==> src/rtl/afe_cfg_arbiter.sv <==
// afe_cfg_arbiter: shares the per-AFE configuration port between NUM_REQ
// requesters. Round-robin grant, one transaction in flight, target AFE taken
// from address bits [10:8], and a timeout that releases a hung AFE with an
// error response to the requester.
module afe_cfg_arbiter #(
  parameter int NUM_REQ = 2,
  parameter int NUM_AFE = 4,
  parameter int TIMEOUT = 255
) (
  input  logic                   clk_i,
  input  logic                   rst_ni,
  input  logic [NUM_REQ-1:0]     req_valid_i,
  input  logic [NUM_REQ-1:0]     req_rwn_i,
  input  logic [NUM_REQ*11-1:0]  req_addr_i,
  input  logic [NUM_REQ*32-1:0]  req_wdata_i,
  output logic [NUM_REQ-1:0]     req_ready_o,
  output logic                   req_err_o,
  output logic [31:0]            req_rdata_o,
  output logic [10:0]            cfg_addr_o,
  output logic [31:0]            cfg_wdata_o,
  output logic                   cfg_rwn_o,
  output logic [NUM_AFE-1:0]     cfg_valid_o,
  input  logic [NUM_AFE-1:0]     cfg_ready_i,
  input  logic [NUM_AFE*32-1:0]  cfg_rdata_i,
  output logic                   busy_o
);

  localparam int REQ_W = (NUM_REQ > 1) ? $clog2(NUM_REQ) : 1;
  localparam int CNT_W = $clog2(TIMEOUT + 1);

  typedef enum logic [1:0] {IDLE, BUSY, RESP} state_t;

  state_t               r_state;
  logic [REQ_W-1:0]     r_rr_ptr;
  logic [REQ_W-1:0]     r_grant;
  logic [CNT_W-1:0]     r_cnt;
  logic [NUM_AFE-1:0]   r_cfg_valid;
  logic [10:0]          r_cfg_addr;
  logic [31:0]          r_cfg_wdata;
  logic                 r_cfg_rwn;
  logic [NUM_REQ-1:0]   r_req_ready;
  logic                 r_req_err;
  logic [31:0]          r_req_rdata;

  // Unpacked views of the flat request buses
  logic [10:0]          w_addr_arr  [NUM_REQ];
  logic [31:0]          w_wdata_arr [NUM_REQ];
  logic [NUM_REQ-1:0]   w_hi_mask;
  logic [NUM_REQ-1:0]   w_hi_req;
  logic [NUM_REQ-1:0]   w_pick;
  logic [NUM_REQ-1:0]   w_win_onehot;
  logic [NUM_REQ-1:0]   w_grant_onehot;
  logic                 w_any;
  logic [REQ_W-1:0]     w_win;
  logic [10:0]          w_win_addr;
  logic [31:0]          w_win_wdata;
  logic                 w_win_rwn;
  logic [NUM_AFE-1:0]   w_tgt_onehot;
  logic                 w_tgt_ok;
  logic [31:0]          w_rdata_masked [NUM_AFE];
  logic                 w_sel_ready;
  logic [31:0]          w_sel_rdata;
  logic [REQ_W-1:0]     w_rr_next;

  genvar gi;
  generate
    for (gi = 0; gi < NUM_REQ; gi++) begin : g_req
      assign w_addr_arr[gi]     = req_addr_i[gi*11 +: 11];
      assign w_wdata_arr[gi]    = req_wdata_i[gi*32 +: 32];
      // Requesters at or above the pointer get first pick
      assign w_hi_mask[gi]      = (REQ_W'(gi) >= r_rr_ptr);
      assign w_win_onehot[gi]   = (w_win == REQ_W'(gi));
      assign w_grant_onehot[gi] = (r_grant == REQ_W'(gi));
    end
    for (gi = 0; gi < NUM_AFE; gi++) begin : g_afe
      assign w_tgt_onehot[gi]   = (w_win_addr[10:8] == 3'(gi));
      // Only the AFE currently being driven can contribute read data
      assign w_rdata_masked[gi] = cfg_rdata_i[gi*32 +: 32]
                                & {32{cfg_ready_i[gi] & r_cfg_valid[gi]}};
    end
  endgenerate

  assign w_hi_req = req_valid_i & w_hi_mask;
  assign w_pick   = (|w_hi_req) ? w_hi_req : req_valid_i;
  assign w_any    = |req_valid_i;

  // Lowest set bit of the rotated-priority vector wins
  always_comb begin
    w_win = '0;
    for (int i = NUM_REQ - 1; i >= 0; i--) begin
      if (w_pick[i]) w_win = REQ_W'(i);
    end
  end

  assign w_win_addr  = w_addr_arr[w_win];
  assign w_win_wdata = w_wdata_arr[w_win];
  assign w_win_rwn   = req_rwn_i[w_win];
  assign w_tgt_ok    = (w_win_addr[10:8] < 3'(NUM_AFE));

  // Ready/read data of the selected AFE (r_cfg_valid is one-hot in BUSY)
  assign w_sel_ready = |(cfg_ready_i & r_cfg_valid);
  always_comb begin
    w_sel_rdata = '0;
    for (int i = 0; i < NUM_AFE; i++) begin
      w_sel_rdata = w_sel_rdata | w_rdata_masked[i];
    end
  end

  assign w_rr_next = (r_grant == REQ_W'(NUM_REQ - 1)) ? '0 : r_grant + 1'b1;

  // Arbitration/transaction FSM with registered outputs
  always_ff @(posedge clk_i or negedge rst_ni) begin
    if (!rst_ni) begin
      r_state     <= IDLE;
      r_rr_ptr    <= '0;
      r_grant     <= '0;
      r_cnt       <= '0;
      r_cfg_valid <= '0;
      r_cfg_addr  <= '0;
      r_cfg_wdata <= '0;
      r_cfg_rwn   <= 1'b1;
      r_req_ready <= '0;
      r_req_err   <= 1'b0;
      r_req_rdata <= '0;
    end else begin
      case (r_state)
        IDLE: begin
          r_req_ready <= '0;
          r_req_err   <= 1'b0;
          r_req_rdata <= '0;
          if (w_any) begin
            r_grant     <= w_win;
            r_cfg_addr  <= w_win_addr;
            r_cfg_wdata <= w_win_wdata;
            r_cfg_rwn   <= w_win_rwn;
            r_cnt       <= '0;
            if (w_tgt_ok) begin
              r_state     <= BUSY;
              r_cfg_valid <= w_tgt_onehot;
            end else begin
              // No such AFE: answer with an error without touching the bus
              r_state     <= RESP;
              r_req_ready <= w_win_onehot;
              r_req_err   <= 1'b1;
            end
          end
        end
        BUSY: begin
          if (w_sel_ready) begin
            // Ready beats a timeout expiring in the same cycle
            r_state     <= RESP;
            r_cfg_valid <= '0;
            r_req_ready <= w_grant_onehot;
            r_req_err   <= 1'b0;
            r_req_rdata <= r_cfg_rwn ? w_sel_rdata : 32'h0;
          end else if (r_cnt == CNT_W'(TIMEOUT - 1)) begin
            r_state     <= RESP;
            r_cfg_valid <= '0;
            r_req_ready <= w_grant_onehot;
            r_req_err   <= 1'b1;
            r_req_rdata <= '0;
          end else begin
            r_cnt <= r_cnt + 1'b1;
          end
        end
        RESP: begin
          r_req_ready <= '0;
          r_req_err   <= 1'b0;
          r_req_rdata <= '0;
          r_rr_ptr    <= w_rr_next;
          r_state     <= IDLE;
        end
        default: r_state <= IDLE;
      endcase
    end
  end

  assign req_ready_o = r_req_ready;
  assign req_err_o   = r_req_err;
  assign req_rdata_o = r_req_rdata;
  assign cfg_addr_o  = r_cfg_addr;
  assign cfg_wdata_o = r_cfg_wdata;
  assign cfg_rwn_o   = r_cfg_rwn;
  assign cfg_valid_o = r_cfg_valid;
  assign busy_o      = (r_state != IDLE);

endmodule

==> config.mk <==
export PLATFORM = sky130hd
export DESIGN_NAME = afe_cfg_arbiter
export DESIGN_NICKNAME = d
export VERILOG_FILES = /design/src/rtl/afe_cfg_arbiter.sv
export SDC_FILE = /design/constraint.sdc
export NUM_CORES = 1
export LEC_CHECK = 0
export CORE_AREA = 2 2 120 122
export CTS_BUF_LIST = sky130_fd_sc_hd__clkbuf_8
export CTS_CLUSTER_DIAMETER = 50
export CTS_CLUSTER_SIZE = 28
export DETAILED_ROUTE_END_ITERATION = 16
export DIE_AREA = 0 0 122 124
export PLACE_DENSITY = 0.8
export SLEW_MARGIN = 25
export SYNTH_ARGS = -nofsm -noshare
export SYNTH_HDL_FRONTEND = slang
export SYNTH_SLANG_ARGS = --single-unit
==> constraint.sdc <==
create_clock -name clk_i -period 4.1 [get_ports clk_i]
set_clock_uncertainty 0.15 [all_clocks]
set_input_delay 1.025 -clock clk_i [delete_from_list [all_inputs] [get_ports clk_i]]
set_output_delay 1.025 -clock clk_i [all_outputs]
set_load 0.02 [all_outputs]
# Word level (Yosys, flattened, before mapping)
# Cells that the tools add are included.
[word_totals] reg_bits=95 in_bits=224 out_inout_bits=84 word_cells=101
[op_classes] n_addsub=2 n_lt_le_gt_ge=5 eq_ne=11 mux=40 bitwise=16 reduce_logical=16
[op_table] operator="$mux W32" n=6
[op_table] operator="$and A32 B32 Y32" n=4
[op_table] operator="$or A32 B32 Y32" n=3
[op_table] operator="$pmux W32 S2" n=1
[op_table] operator="$mux W11" n=3
[op_table] operator="$mux W8" n=3
[op_table] operator="$mux W2" n=9
[op_table] operator="$mux W4" n=4
[op_table] operator="$pmux W8 S2" n=1
[op_table] operator="$mux W1" n=9
[op_table] operator="$add A8 B1 Y8 const B" n=1
[op_table] operator="$eq A8 B8 Y1 const B" n=1
[op_table] operator="$ne A2 B2 Y1 const B" n=4
[op_table] operator="$pmux W4 S2" n=1
[op_table] operator="$reduce_and A2 Y1" n=4
[op_table] operator="$reduce_and A4 Y1" n=2
[op_table] operator="$eq A3 B2 Y1 const B" n=2
[op_table] operator="$pmux W2 S3" n=1
[op_table] operator="$reduce_bool A2 Y1" n=3
[op_table] operator="$reduce_or A2 Y1" n=3
[op_table] operator="$and A1 B1 Y1" n=4
[op_table] operator="$and A4 B4 Y4" n=1
[op_table] operator="$pmux W2 S2" n=1
[op_table] operator="$reduce_or A4 Y1" n=1
[op_table] operator="other kinds (16)" n=18

# Logic depth before layout (Yosys ltp)
[logic_depth] word_depth=14 ltp_mapped=9 mapped_depth_nobuf=7

# Worst setup path before layout
# No wires, ideal clock.
[synth_timing] kind="input to register" from="input port cfg_ready_i[2]" to="register r_req_rdata[10] (netlist: req_rdata_o[10])" setup_ns=0.134 t_arrival_ns=2.305 t_required_ns=3.816 setup_slack_ns=1.511 path_stages=7 path_buffers=3 path_cell_list="and2_1 -> buf_6 -> nor4_1 -> a31o_2 -> buf_4 -> buf_2 -> o31ai_1"
[synth_via] elab_chain_len=7 elab_cells_between_ends=11 cone_classes="1 x eq/ne; 3 x mux; 5 x bitwise; 2 x reduce/logical"
[synth_rtl] element="start, declared" line="23" text="input logic [NUM_AFE-1:0] cfg_ready_i,"
[synth_rtl] element="$and A1 B1 Y1" line="79" text="& {32{cfg_ready_i[gi] & r_cfg_valid[gi]}};"
[synth_rtl] element="$and A32 B32 Y32" line="79"
[synth_rtl] element="$or A32 B32 Y32 (2 in series)" line="105" text="w_sel_rdata = w_sel_rdata | w_rdata_masked[i];"
[synth_rtl] element="$mux W32" line="155" text="r_req_rdata <= r_cfg_rwn ? w_sel_rdata : 32'h0;"
[synth_rtl] element="$mux W32" line="149" text="if (w_sel_ready) begin"
[synth_rtl] element="$pmux W32 S2" line="126" text="case (r_state)"
[synth_rtl] element="end signal, assigned" line="155"
[synth_rtl] element="end, declared" line="43" text="logic [31:0] r_req_rdata;"
# Several ways; a longest one is shown, not always the timed one.
# A chain may end at the register's enable or synchronous reset.

# Worst setup path after layout
[layout_timing] from="register r_state[0]" to="output port busy_o"
[layout_via] elab_chain_len=1
[layout_rtl] element="start, declared" line="33" text="state_t r_state;"
[layout_rtl] element="start signal, assigned" line="114" text="r_state <= IDLE;"
[layout_rtl] element="start signal, assigned" line="138" text="r_state <= BUSY;"
[layout_rtl] element="start signal, assigned" line="142" text="r_state <= RESP;"
[layout_rtl] element="$reduce_bool A2 Y1" line="185" text="assign busy_o = (r_state != IDLE);"
[layout_rtl] element="end, declared" line="25" text="output logic busy_o"
# No other way between the ends.

==> metrics <==
Worst Hold Class=register to register; die area=0.0151 mm²; register-to-register setup slack=1.76 ns; hold endpoint=cfg_wdata_o[15]; synth top area cells=dfrtp_1 47%, mux2i_1 8.5%, nand2_1 7.0%; Worst Reg-to-Reg Cells=6; Syn-to-layout area delta=67.4%; Synth area leader=dfrtp_1; count of final setup violators=0; total gr overflow=0; worst reg2reg path endpoint=req_ready_o[1]; CP max FO=8; RSZ-0062 raised after global routing=no; clk buf depth=2; post-synth net total=741; Slew @ Worst Pin=0.735 ns; Seq/Total Area, Yosys=47.2%; post-CTS setup buffer count=0; worst hold slack=0.336 ns; DRT Pass-1 Iters=5; metal3 WL=~1900 µm; setup ws final=0.878 ns; outcome=finished clean; Die X-Extent=122 µm; ys async rst share=100%; first-pass GRT wire length=28000 µm; H-tree depth=3; setup TNS=0 ns; Resize count post-CTS=0; Pwr Density=549 mW/mm²; Ports=308; max-slew violations=0; clk_lat worst skew=0.36 ns; GRT Overall Usage=24.0%; Final Cycle Share=approximately four fifths; Reg clk slew, reported paths=0.10 ns; EDFF count, synth=0; pre-CTS WS=0.724 ns; clock sinks=95; DP Wirelength=~14000 µm; LEAKAGE=approximately 3.5 nW; Core Rows=43; post-synth top area share=46.7%; CTS Root Cell=clkbuf_8; wl on met1=6280 µm; fin util=61.5%; Hold Crit Start=cfg_wdata_o[15]; max layer used=met4; Post-DRT Antenna Nets=0; Tmin final=between 3 and 4 ns; Mapped Cells=512; Placer Congestion=approximately 0.9; Max Cap Viol=0; Setup CP Type=register to output port; Req. time, crit path=2.92 ns; Crit path arrival time=about 2 ns; hold_buf cts=0; number of global-route vias before repair=5423; synthesized area per cell=around 9.8 µm²; Initial Util=36.7%; Post-Synthesis Cell Area=about 0.0050 mm²; WL per Instance=18.5 µm; Slew headroom=51.0%; die height=124 µm; achievable clock frequency=310 MHz; most common cell after layout, fill and taps aside=clkdlybuf4s50_1; Vias=5262; reg2reg start=cfg_valid_o[3]; maximum VDD drop=345 µV; wirelength, routed=18200 µm; ys flop type=dfrtp_1; Yosys cell types=50; drt drc=0; CTS tree=built; IO Port Bufs=307; Num CTS Buffers=9; Synth Warn #=0; nets=1022; synthesis-stage register bit count=95; DR vias/cell=5.35; placed inst area=0.00820 mm²; core area=0.0137 mm²; final hold violation count=0; largest net degree at the start of global routing=91; fraction of final layout cells sized beyond drive strength 1=approximately 4.4%; most frequent cells in the layout=306 x clkdlybuf4s50_1, 94 x dfrtp_1, 92 x nand2_1; DRT iter0 DRCs=between 300 and 400; hold depth=2; initial antenna violation count=5; Post-Layout Inst Area=roughly 0.0084 mm²; Critical Path Start Type=register; met2 routed WL=9200 µm; CP Capture Type=output port
report_power, final:
part / leakage [nW] / total, mW / internal [mW] / switching, mW
Combinational: 2.14 / 2.55 / 1.12 / 1.43
Clock: 0.105 / 0.628 / 0.297 / 0.331
Sequential: 1.24 / 1.45 / 1.25 / 0.194
Total: 3.48 / 4.63 / 2.67 / 1.96
logic make-up (layout without fill, tap and decap cells):
| kind of cell | count (synthesis) | after routing | synth area share, % |
|---|---|---|---|
| adder cells (fa/ha/maj) | 5 | 5 | 1.24 |
| AND/OR/NAND/NOR | 139 | 139 | 12.1 |
| multiplexers | 43 | 43 | 8.54 |
| XOR/XNOR | 4 | 4 | 0.695 |
| flip-flops | 95 | 95 | 47.2 |
| buffers and inverters | 51 | 337 | 4.92 |
| other | 0 | 5 | 0 |
| AO/OA/AOI/OAI | 175 | 175 | 25.3 |
critical path, cell delays in order, from the launching register on:
cell             delay [ns]
dfrtp_1                0.41
inv_1                  0.08
ha_1                   0.31
inv_1                  0.17
clkdlybuf4s50_1        0.70
metal layers:
layer | GRT usage [%] | vias to the layer above
met3 | 7.46 | 44
met2 | 42.4 | 265
met1 | 25.5 | 2476
met5 | 0 | -
li1 | - | 2477
met4 | 13.4 | 0
through the flow:
stage	power, mW	cells
2_1_floorplan	2.93	512
3_3_place_gp	3.96	961
3_5_place_dp	4.03	961
4_1_cts	4.67	977
5_1_grt	4.96	983
6_report	4.63	983
sequential cells by signal, indices dropped and copies added (netlist names):
register / count
req_rdata_o: 32
req_ready_o: 2
r_cnt: 8
r_grant: 1
cfg_rwn_o: 1
cfg_addr_o: 11
r_rr_ptr: 1
r_state: 2
cfg_valid_o: 4
req_err_o: 1
cfg_wdata_o: 32
worst max-delay path by stage:
stage               depth (start not counted)           start         endpoint
floorplan                                   7  cfg_ready_i[2]  req_rdata_o[10]
global placement                            7  cfg_ready_i[2]         r_cnt[5]
detailed placement                          7  cfg_ready_i[3]   req_ready_o[1]
CTS                                         4      r_state[0]           busy_o
global route                                4      r_state[0]           busy_o
finish                                      4      r_state[0]           busy_o
cell usage after synthesis, drive strengths merged (2+ instances only):
cell and instances:
o41ai 3, ha 5, mux2i 43, nor2 12
nand4 3, a22o 32, o21ai 56, nand2 95
a21oi 6, a221oi 32, nand3b 2, clkbuf 23
and3 3, dfrtp 94, and2 4, o31ai 35
buf 22, nor3 4, nand3 7, inv 6
xor2 4
final cells by class:
type | count | area, µm²
sequential | 95 | 2380
clock inverter | 6 | 62.6
timing repair buffer | 315 | 3170
inverter | 6 | 22.5
multi-input combinational | 366 | 2430
clock buffer | 10 | 138
antenna | 5 | 12.5
tap | 180 | 225
fill | 1133 | 5280
No activity file was read; power rests on OpenSTA's default activity.
==> RTL change 1: new RTL, same settings <==
Put one more register stage on the output `req_err_o`. The value now appears one clock later. The other outputs are not delayed to match.
--- a/src/rtl/afe_cfg_arbiter.sv
+++ b/src/rtl/afe_cfg_arbiter.sv
@@ -176,7 +176,9 @@
   end
 
   assign req_ready_o = r_req_ready;
-  assign req_err_o   = r_req_err;
+  always_ff @(posedge clk_i) begin
+    req_err_o <= r_req_err;
+  end
   assign req_rdata_o = r_req_rdata;
   assign cfg_addr_o  = r_cfg_addr;
   assign cfg_wdata_o = r_cfg_wdata;
Formal check against the unedited RTL: not equivalent (a bounded check fails within 4 cycles, from zero or initial values and one cycle with rst_ni low).
==> RTL change 1 against the original RTL <==
  * Critical path depth did not move
  * Die area unchanged
  * Cell count is 0.81% lower
  * Setup slack worse by 0.016 ns
  * Wire length rose by 6.7%
  * First-iteration DRC count grew 8.9%
  * Worst hold slack worse by 0.098 ns
  * Power down 1.5%
  * Core utilization is 1.1 points higher
  * Via count decreased by 2.7%
  * Final area rose by 1.9%
  * Clock power fell by 14%
  * Sequential cell count increased by 1
  * Area after synthesis is 3.7% higher
  * Largest cell class unchanged
  * Largest power group unchanged
==> RTL change 1: results <==
clock_tree:
  sinks_on_the_clock_net: 96
cells_and_area:
  buffering_overhead_pct: 36.8
  drive_gt1_share_pct: 8.96
  n_all_inverters: 7
  area.sequential_mm2: 0.00240
  n_multi_input_combinational_cell: 359
  areaGrowthSynthToFinish_pct: 64.4
  final_nets: 1018
  fillCellCount: 1089
  clockNetworkAreaShare_pct: 1.79
  num-clock-buffers: 9
placement:
  gpl.final_weighted_congestion: 0.901
  placed_area_mm2: 0.00843
timing:
  worstMarginPinSlew_ns: 0.765
status:
  run_status: "finished, final reports clean"
critical_path:
  critical-path-max-stage-delay_ns: 0.65
power_and_ir_drop:
  p_switching_mw: 1.90
  max-vdd-ir-drop_uv: 482
  p_comb_share_pct: 56.1
  total_power_mw: 4.56
logic_synthesis:
  synth.lib_cells_used.distinct: 43
  synthXorXnorAreaFrac_pct: 0
  synth.mux.area_fraction_pct: 19.2
  post_synthesis_average_cell_area_um2: 10.4
  synth_sequential_area_ratio_pct: 45.9
  post_synthesis_net_count: 731
route:
  vias_per_cell: 5.25
  drt_first_pass_iters: 4
  detail_route.wirelength_mm: 19.4
global_route:
  wire_length_of_the_first_global_routing_pass_mm: 28.7
  groute.usage.overall_pct: 25.1
-- RTL change 1: per-layer routing --
metal | up-vias | share of wire (%) | GRT usage [%]
met1 | 2418 | 36 | 26.8
met3 | 29 | 12 | 11.1
met5 | - | 0 | 0
met4 | 0 | 2.1 | 8.55
met2 | 265 | 50 | 44.2
li1 | 2410 | - | -
-- RTL change 1: worst paths after layout --
kind	slack, ns	cells past startpoint	endpoint	from
max in group asynchronous	2.61	2	req_rdata_o[4]	rst_ni
setup reg to reg	1.59	7	r_cnt[5]	r_state[1]
min in group asynchronous	0.55	1	cfg_wdata_o[13]	rst_ni
setup / recovery	0.86	4	busy_o	r_state[1]
hold / removal	0.24	0	req_err_o	r_req_err
hold reg to reg	0.24	0	req_err_o	r_req_err
-- RTL change 1: per-stage QoR --
step | worst slack, ns | instances
after floorplan | 1.45 | 501
after global placement | 0.857 | 957
after detailed placement | 0.808 | 957
after CTS | 0.872 | 972
after global routing | 0.764 | 972
final | 0.862 | 975
==> RTL change 2: new RTL, same settings <==
Without the edit above. Change the parameter `NUM_AFE` from 4 to 2.
--- a/src/rtl/afe_cfg_arbiter.sv
+++ b/src/rtl/afe_cfg_arbiter.sv
@@ -4,7 +4,7 @@
 // error response to the requester.
 module afe_cfg_arbiter #(
   parameter int NUM_REQ = 2,
-  parameter int NUM_AFE = 4,
+  parameter int NUM_AFE = 2,
   parameter int TIMEOUT = 255
 ) (
   input  logic                   clk_i,
Interface: changed (resized cfg_rdata_i, cfg_ready_i and cfg_valid_o); port bits go from 308 to 240. The function was not compared with the original's and may differ.
==> RTL change 2 against the original RTL <==
  * Die area stayed put
  * Sequential cell count fell by 2
  * Critical endpoint unchanged
  * Clock power rose by 26%
  * Largest power group unchanged
  * Setup slack improved by 0.045 ns
  * Wire length shrank 23%
  * Final area shrank 11%
  * Register-to-register slack worse by 0.09 ns
  * Power is 7.5% lower
  * Area after synthesis down 7.2%
  * First-iteration DRC count decreased by 58%
==> RTL change 2: results <==
power_and_ir_drop:
  p_sw_share_pct: 38.1
  p_comb_share_pct: 49.3
  max-vdd-ir-drop_uv: 352
  power_per_cell_area_mw_per_mm2: 571
  leakage_nw: 3.21
  p_switching_mw: 1.63
cells_and_area:
  multiInputGateArea_mm2: 0.00220
  n_multi_input_combinational_cell: 321
  drive_gt1_share_pct: 10.2
  seqAreaFraction_pct: 31.1
  clockNetworkAreaShare_pct: 3.49
  final.signal_buffer_count: 244
  fillCellCount: 1180
status:
  run_status: "finished, final reports clean"
critical_path:
  timing.critical_path.fanout_max: 9
  critical_path_arrival_ns: 2.00
  critical-path-max-stage-delay_ns: 0.58
global_route:
  number_of_antenna_violations_at_the_first_check_in_global_routing: 0
  grt_pass1_vias: 4396
logic_synthesis:
  netlist_top_cells_area: "sky130_fd_sc_hd__dfrtp_1, sky130_fd_sc_hd__mux2i_1, sky130_fd_sc_hd__mux2_2"
  synth_sequential_area_ratio_pct: 49.8
route:
  wire_per_inst_um: 16.3
  detail_route.wirelength_mm: 14.0
  vias_per_cell: 5.00
  drt-initial-drc-count: 132
placement:
  pre_cts_slack_ns: 0.846
  port_buffers: 239
timing:
  worstMarginPinSlew_ns: 0.816
==> RTL change 2: cell types whose count changed after synthesis, sizes merged, moves of 4 or more <==
cell,unedited run,this run
nor2,12,42
mux2,0,35
a22oi,1,33
a221oi,32,0
o31ai,35,2
buf,22,12
nand2,95,53
a22o,32,0
xor2,4,0
==> RTL change 2: final timing paths <==
check | endpoint | slack (ns) | cells past startpoint
min in group asynchronous | req_ready_o[1] | 0.61 | 1
worst max register to register | req_rdata_o[29] | 1.67 | 6
max in group asynchronous | cfg_wdata_o[29] | 2.45 | 2
worst min-delay path | cfg_wdata_o[3] | 0.33 | 2
worst min register to register | cfg_wdata_o[3] | 0.33 | 2
worst max-delay path | busy_o | 0.92 | 4
==> RTL change 2: per-layer routing <==
metal	up-vias	GRT usage [%]	wire, um
li1	2067	-	-
met1	2007	20.6	5500
met2	192	31.9	6810
met3	26	5.59	1360
met4	0	7.04	303
met5	-	0	0
